### src/rtl/nibble_add_pkg.sv
// Shared types and helpers for the nibble-serial adder.
// Optional SERIAL_ADD_OVF_EN build adds the signed-overflow path in the users of this package.
package nibble_add_pkg;

    localparam int NIB_W = 4;

    typedef enum logic [1:0] {IDLE, RUN, DONE} add_state_t;

    // Never returns zero, so a counter sized with it always has at least one bit.
    function automatic int clog2_safe(input int n);
        return (n <= 2) ? 1 : $clog2(n);
    endfunction

endpackage

### src/rtl/nibble_add4.sv
// Combinational 4-bit full-adder stage used once per clock by the serial adder.
// With SERIAL_ADD_OVF_EN defined it also exposes c_msb, the carry into bit 3.
module nibble_add4
    import nibble_add_pkg::*;
(
    input  logic [NIB_W-1:0] a,
    input  logic [NIB_W-1:0] b,
    input  logic             c_in,
`ifdef SERIAL_ADD_OVF_EN
    output logic             c_msb,
`endif
    output logic [NIB_W-1:0] sum,
    output logic             c_out
);

    assign {c_out, sum} = {1'b0, a} + {1'b0, b} + {{NIB_W{1'b0}}, c_in};

`ifdef SERIAL_ADD_OVF_EN
    logic [NIB_W-1:0] low_sum;

    assign low_sum = {1'b0, a[NIB_W-2:0]} + {1'b0, b[NIB_W-2:0]} + {{(NIB_W-1){1'b0}}, c_in};
    assign c_msb   = low_sum[NIB_W-1];
`endif

endmodule

### src/rtl/nibble_serial_adder.sv
// Wide adder that consumes one nibble per clock through a registered carry, valid/ready on both sides.
// Define SERIAL_ADD_OVF_EN to add the ovf_o two's-complement overflow output.
module nibble_serial_adder
    import nibble_add_pkg::*;
#(
    parameter int NIBBLES = 4
) (
    input  logic                     clk_i,
    input  logic                     reset_i,
    input  logic                     valid_i,
    output logic                     ready_o,
    input  logic [NIB_W*NIBBLES-1:0] a_i,
    input  logic [NIB_W*NIBBLES-1:0] b_i,
    input  logic                     c_in_i,
    output logic                     valid_o,
    input  logic                     ready_i,
`ifdef SERIAL_ADD_OVF_EN
    output logic                     ovf_o,
`endif
    output logic [NIB_W*NIBBLES-1:0] sum_o,
    output logic                     c_out_o
);

    localparam int W     = NIB_W * NIBBLES;
    localparam int CNT_W = clog2_safe(NIBBLES);

    add_state_t       state_q, state_d;
    logic [W-1:0]     a_q, a_d;
    logic [W-1:0]     b_q, b_d;
    logic [W-1:0]     sum_q, sum_d;
    logic             carry_q, carry_d;
    logic [CNT_W-1:0] cnt_q, cnt_d;

    logic [NIB_W-1:0] nib_sum;
    logic             nib_cout;
    logic             last_nib;

`ifdef SERIAL_ADD_OVF_EN
    logic ovf_q, ovf_d;
    logic nib_cmsb;
`endif

    nibble_add4 u_nib (
        .a     (a_q[NIB_W-1:0]),
        .b     (b_q[NIB_W-1:0]),
        .c_in  (carry_q),
`ifdef SERIAL_ADD_OVF_EN
        .c_msb (nib_cmsb),
`endif
        .sum   (nib_sum),
        .c_out (nib_cout)
    );

    assign last_nib = (cnt_q == CNT_W'(NIBBLES - 1));

    always_comb begin
        // NOTE: every *_d gets its hold value first, so no branch can leave one unassigned and infer a latch.
        state_d = state_q;
        a_d     = a_q;
        b_d     = b_q;
        sum_d   = sum_q;
        carry_d = carry_q;
        cnt_d   = cnt_q;
`ifdef SERIAL_ADD_OVF_EN
        ovf_d   = ovf_q;
`endif
        unique case (state_q)
            IDLE: begin
                if (valid_i) begin
                    a_d     = a_i;
                    b_d     = b_i;
                    carry_d = c_in_i;
                    cnt_d   = '0;
                    state_d = RUN;
                end
            end
            RUN: begin
                // New nibble enters at the top so the LSB nibble lands at bit 0 after the last step.
                sum_d   = {nib_sum, sum_q[W-1:NIB_W]};
                carry_d = nib_cout;
                a_d     = a_q >> NIB_W;
                b_d     = b_q >> NIB_W;
                cnt_d   = cnt_q + CNT_W'(1);
                if (last_nib) begin
                    state_d = DONE;
`ifdef SERIAL_ADD_OVF_EN
                    ovf_d   = nib_cmsb ^ nib_cout;
`endif
                end
            end
            DONE: begin
                if (ready_i) begin
                    state_d = IDLE;
                end
            end
            default: state_d = IDLE;
        endcase
    end

    // NOTE: state is written only here and only with <=, so every flop samples the pre-edge values.
    always_ff @(posedge clk_i) begin
        if (reset_i) begin
            state_q <= IDLE;
            a_q     <= '0;
            b_q     <= '0;
            sum_q   <= '0;
            carry_q <= 1'b0;
            cnt_q   <= '0;
`ifdef SERIAL_ADD_OVF_EN
            ovf_q   <= 1'b0;
`endif
        end else begin
            state_q <= state_d;
            a_q     <= a_d;
            b_q     <= b_d;
            sum_q   <= sum_d;
            carry_q <= carry_d;
            cnt_q   <= cnt_d;
`ifdef SERIAL_ADD_OVF_EN
            ovf_q   <= ovf_d;
`endif
        end
    end

    assign ready_o = (state_q == IDLE);
    assign valid_o = (state_q == DONE);
    assign sum_o   = sum_q;
    // After the final RUN edge the carry flop holds the carry out of the top nibble and is frozen in DONE.
    assign c_out_o = carry_q;
`ifdef SERIAL_ADD_OVF_EN
    assign ovf_o   = ovf_q;
`endif

endmodule
### config.mk
export PLATFORM = sky130hd
export DESIGN_NAME = nibble_serial_adder
export DESIGN_NICKNAME = d
export VERILOG_FILES = /design/src/rtl/nibble_add_pkg.sv /design/src/rtl/nibble_add4.sv /design/src/rtl/nibble_serial_adder.sv
export SDC_FILE = /design/constraint.sdc
export NUM_CORES = 1
export LEC_CHECK = 0
export ABC_AREA = 1
export CAP_MARGIN = 20
export CORE_MARGIN = 5
export CORE_UTILIZATION = 51
export CTS_BUF_LIST = sky130_fd_sc_hd__clkbuf_8
export DETAILED_ROUTE_END_ITERATION = 7
export PLACE_DENSITY = 0.81
export SETUP_SLACK_MARGIN = 0.4
export SLEW_MARGIN = 40
export SYNTH_ARGS = -nofsm -noshare
export SYNTH_HDL_FRONTEND = slang
export SYNTH_SLANG_ARGS = --single-unit
### constraint.sdc
create_clock -name clk_i -period 2.1 [get_ports clk_i]
set_input_delay 0.63 -clock clk_i [delete_from_list [all_inputs] [get_ports clk_i]]
set_output_delay 0.63 -clock clk_i [all_outputs]
set_load 0.01 [all_outputs]
======== After elaboration in Yosys (flattened, before gate mapping) ========
Index checks and enable logic that the tools add are counted.
storage, ports and cells
  bits in registers ....................... 53
  input bits .............................. 37
  logic and storage cells ................. 31
  output and inout bits ................... 19
operators by class
  add/subtract/negate cells ............... 3
  equal/unequal tests ..................... 6
  multiplexer cells ....................... 12
  reductions and logical operators ........ 4
operators with widths
  kind                                                 number
  one-hot mux 16 bit (2 select lines)                  2
  2-to-1 mux 16 bit                                    2
  2-to-1 mux 2 bit                                     4
  one-hot mux 2 bit (3 select lines)                   1
  adder 4 x 4 -> 5 bit                                 1
  adder 5 x 1 -> 5 bit                                 1
  equality test 2 bit, second input constant           2
  != test 2 bit, second input constant                 2
  one-hot mux 2 bit (2 select lines)                   1
  AND reduction 3 bit                                  1
  adder 2 x 1 -> 2 bit, second input constant          1
  equality test 2 x 1 -> 1 bit, second input constant  1
  logical NOT 2 bit                                    1
  != test 2 x 1 -> 1 bit, second input constant        1
  one-hot mux 1 bit (2 select lines)                   1
  AND reduction 2 bit                                  1
  nonzero test 2 bit                                   1
  2-to-1 mux 1 bit                                     1

======== Depth between registers and ports, before layout ========
  depth after elaboration ................. 3
  depth in mapped cells ................... 8
  mapped depth without buffers ............ 8

======== Cells and area by module ========
From an unflattened synthesis, not the netlist that was laid out.
unflattened totals
  cells, all modules ...................... 401
  area total of the unflattened synthesis .. 2618.8 µm²
by module, submodules not included
  module               cells each  area an instance (µm²)  seq. area each (µm²)  times used
  nibble_serial_adder  376         2453.6                  1061.0                1
  nibble_add4          25          165.2                   0.0                   1

======== Worst setup path after synthesis ========
Ideal clock, no wire load.
  path type ............................... register to register
  start point ............................. register carry_q, in the netlist c_out_o
  end point ............................... register carry_q, in the netlist c_out_o
  cell stages (with the launch flop) ...... 9
  setup time .............................. 0.132 ns
  data arrival time ....................... 1.511 ns
  slack ................................... 0.456 ns
  buffers on the path ..................... 0
  required time ........................... 1.968 ns
  cell sequence ........................... dfxtp_1 -> fa_1 -> fa_1 -> nand2_1 -> nand2_1 -> nand2_1 -> nand2_1 -> nand2_1 -> a21oi_1
between the ends
  word-level cells in the longest chain between the ends .. 2
RTL lines
  element                             line                        RTL
  start, declared                     nibble_serial_adder.sv:31   logic carry_q, carry_d;
  start signal, assigned              nibble_serial_adder.sv:117  carry_q <= carry_d;
  adder 5 x 1 -> 5 bit                nibble_add4.sv:16           assign {c_out, sum} = {1'b0, a} + {1'b0, b} + {{NIB_W{1'b0}}, c_in};
  one-hot mux 1 bit (2 select lines)  nibble_serial_adder.sv:67   unique case (state_q)
No other way between the ends.
A chain may end at the register's enable or synchronous reset.

======== Worst setup path in the final report ========
  start point ............................. register state_q[0]
  end point ............................... output port ready_o
between the ends
  word-level cells in the longest chain between the ends .. 1
RTL lines
  element                 line                        RTL
  start, declared         nibble_serial_adder.sv:27   add_state_t state_q, state_d;
  start signal, assigned  nibble_serial_adder.sv:113  state_q <= state_d;
  logical NOT 2 bit       nibble_serial_adder.sv:125  assign ready_o = (state_q == IDLE);
  end, declared           nibble_serial_adder.sv:11   output logic ready_o,
No other way between the ends.

==> metrics.yaml <==
clockRootBuffer: "clkbuf_8"
fin_nets: 443
place_congestion: 0.8112
start_kind: "register"
pwr-share-clk_pct: 29.0
start_util_pct: 51.68
internal_power_mw: 1.556
period_share_pct: 78.08
cts_tree: "yes"
yosysWarnings: 0
hpwl_mm: 3.678
utilization_pct: 65.62
ant_nets: 0
vias: 2193
pre_cts_ws_ns: 0.2093
synthArstFlopShare_pct: 0
setup_ws_ns: 0.4602
grt_use_met3_pct: 4.128
synth_most_common_cell: "nand2_1"
drv_cap: 0
yosysTopAreaCell: "dfxtp_1"
clkTransAtPathRegs_ns: 0.09
cts.htree.levels: 2
ys.flop_type: "dfxtp_1"
placed_cells_incl_taps: 447
synth_edf_count: 0
cts_buffer_depth: 2
cts.sinks: 53
grt_util_all_layers_pct: 17.63
grt_use_met2_pct: 32.71
pwr-share-seq_pct: 52.8
firstDrtPassIters: 5
yosys-top-cells-count: "103 x nand2_1, 76 x nor2_1, 53 x dfxtp_1, 31 x inv_1, 23 x nand3_1"
hold_class: "reg -> reg"
worstPathRequired_ns: 1.47
antenna_found_initial: 0
port-buffer-count: 55
wire_per_inst_um: 11.40
grt_overflow_total: 0
synth.net_count: 392
tightest_slew_ns: 0.4442
status: "complete, no violations"
via_per_inst: 4.820
p_leak_nw: 1.451
ys_ff_latch: 53
ys_types: 22
synth_top_area_share_pct: 44.35
diodes: 0
path_class: "reg -> out"
die_w_um: 78.49
cts_resized: 22
post-cts-setup-buffer-count: 0
grt_pass1_vias: 2061
grt-busiest-layer: "met2"
final_cells: 455
setup_viol: 0
rows: 25
pwr-share-comb_pct: 18.2
numCtsBuffers: 5
grt_max_degree: 46
swShare_pct: 26.87
hold_viol_final: 0
fp.dieH_um: 78.49
maxSlewViolCount: 0
coreArea_sq_mm: 0.004629
p_sw_uw: 571.9
die_area_sq_mm: 0.006161
use_met1_pct: 19.40
avgSynthCellArea_sq_um: 6.855
rsz0062_at_grt: "yes"
io_pins: 56
syn_to_final_growth_pct: 26.99
seq_area_frac_synth_pct: 44.35
holdBufCountCts: 0
cp.arrival_ns: 1.01
first_iter_violations: 82
netlist_area_sq_mm: 0.002392
syn_inst: 349
clk_latency_ns: 0.30
hold_slack_ns: 0.4660
cp_max_fo: 4
finalSetupTns_ns: 0
worst_ir_drop_vdd_mv: 0.4413
drive_gt1_share_pct: 6.234
drc: 0
r2r_setup_slack_ns: 0.50
power_density_mw_per_mm2: 700.5
timing.fmax_mhz: 609.8
post-route-min-period_ns: 1.640
slew_headroom_pct: 70.38
fin_skew_ns: 0.006197
synth_area_leaders: "dfxtp_1 44%, nand2_1 16%, nor2_1 12%"
cp-end-kind: "output pin"
grt_pass1_wl_mm: 8.680
totalWireLength_mm: 5.185
==> cell usage in the layout, fill, tap and decap left out, drive strengths merged, types with 2 or more instances in the layout <==
master and count:
dfxtp 53, buf 5, inv 34, clkdlybuf4s50 36
o21ai 16, nor2 77, ha 4, nand3 23
nand2 106, fa 2, clkbuf 8, dlygate4sd2 17
a21oi 16
==> per-layer routing <==
layer | share of wire (%) | vias to the layer above
li1 | - | 1164
met2 | 49 | 62
met1 | 44 | 961
met5 | 0 | -
met3 | 6.0 | 6
met4 | 1.4 | 0
==> sequential cells by signal, summed over array words and instances (netlist names) <==
| signal | count |
|---|---|
| a_q | 16 |
| b_q | 16 |
| c_out_o | 1 |
| cnt_q | 2 |
| state_q | 2 |
| sum_o | 16 |
==> final cells by class <==
class,count,area (sq um)
clock inverter,1,5.005
clock buffer,7,96.34
tap,54,67.56
sequential,53,1066
fill,426,1592
timing repair buffer,60,574.3
inverter,34,130.1
multi-input combinational,246,1099
==> power groups by stage <==
| stage | registers (mW) | clock network, mW | logic (mW) |
|---|---|---|---|
| after floorplan | 1.15 | 0 | 0.232 |
| after global placement | 1.15 | 0 | 0.400 |
| after detailed placement | 1.15 | 0 | 0.409 |
| after CTS | 1.12 | 0.634 | 0.391 |
| after global routing | 1.13 | 0.672 | 0.441 |
| final | 1.12 | 0.617 | 0.388 |
==> path summary, 6_finish.rpt <==
path / depth (start not counted) / endpoint / from
hold reg to reg: 2 / b_q[13] / b_q[13]
setup / recovery: 2 / ready_o / state_q[0]
setup reg to reg: 8 / c_out_o / c_out_o
hold / removal: 2 / b_q[13] / b_q[13]
==> kinds of logic after synthesis <==
| kind of cell | after synthesis | share of synthesized area, % |
|---|---|---|
| buffers and inverters | 50 | 9.937 |
| xor gates and xnor gates | 1 | 0.3662 |
| AOI/OAI and AO/OA | 33 | 7.008 |
| adders and majority gates | 6 | 3.766 |
| and+or+nand+nor | 206 | 34.57 |
| DFF | 53 | 44.35 |
==> stage by stage <==
stage	total power, mW	instance area [sq um]
detailed placement	1.557	2953
CTS	2.150	3035
finish	2.128	3038
global route	2.247	3038
floorplan	1.383	2392
global placement	1.545	2953
==> worst max-delay path, stage by stage, from the launching register on <==
cell and delay (ns):
dfxtp_4 0.38, nor2_1 0.09, clkdlybuf4s15_1 0.24
(Power assumes the default switching activity.)
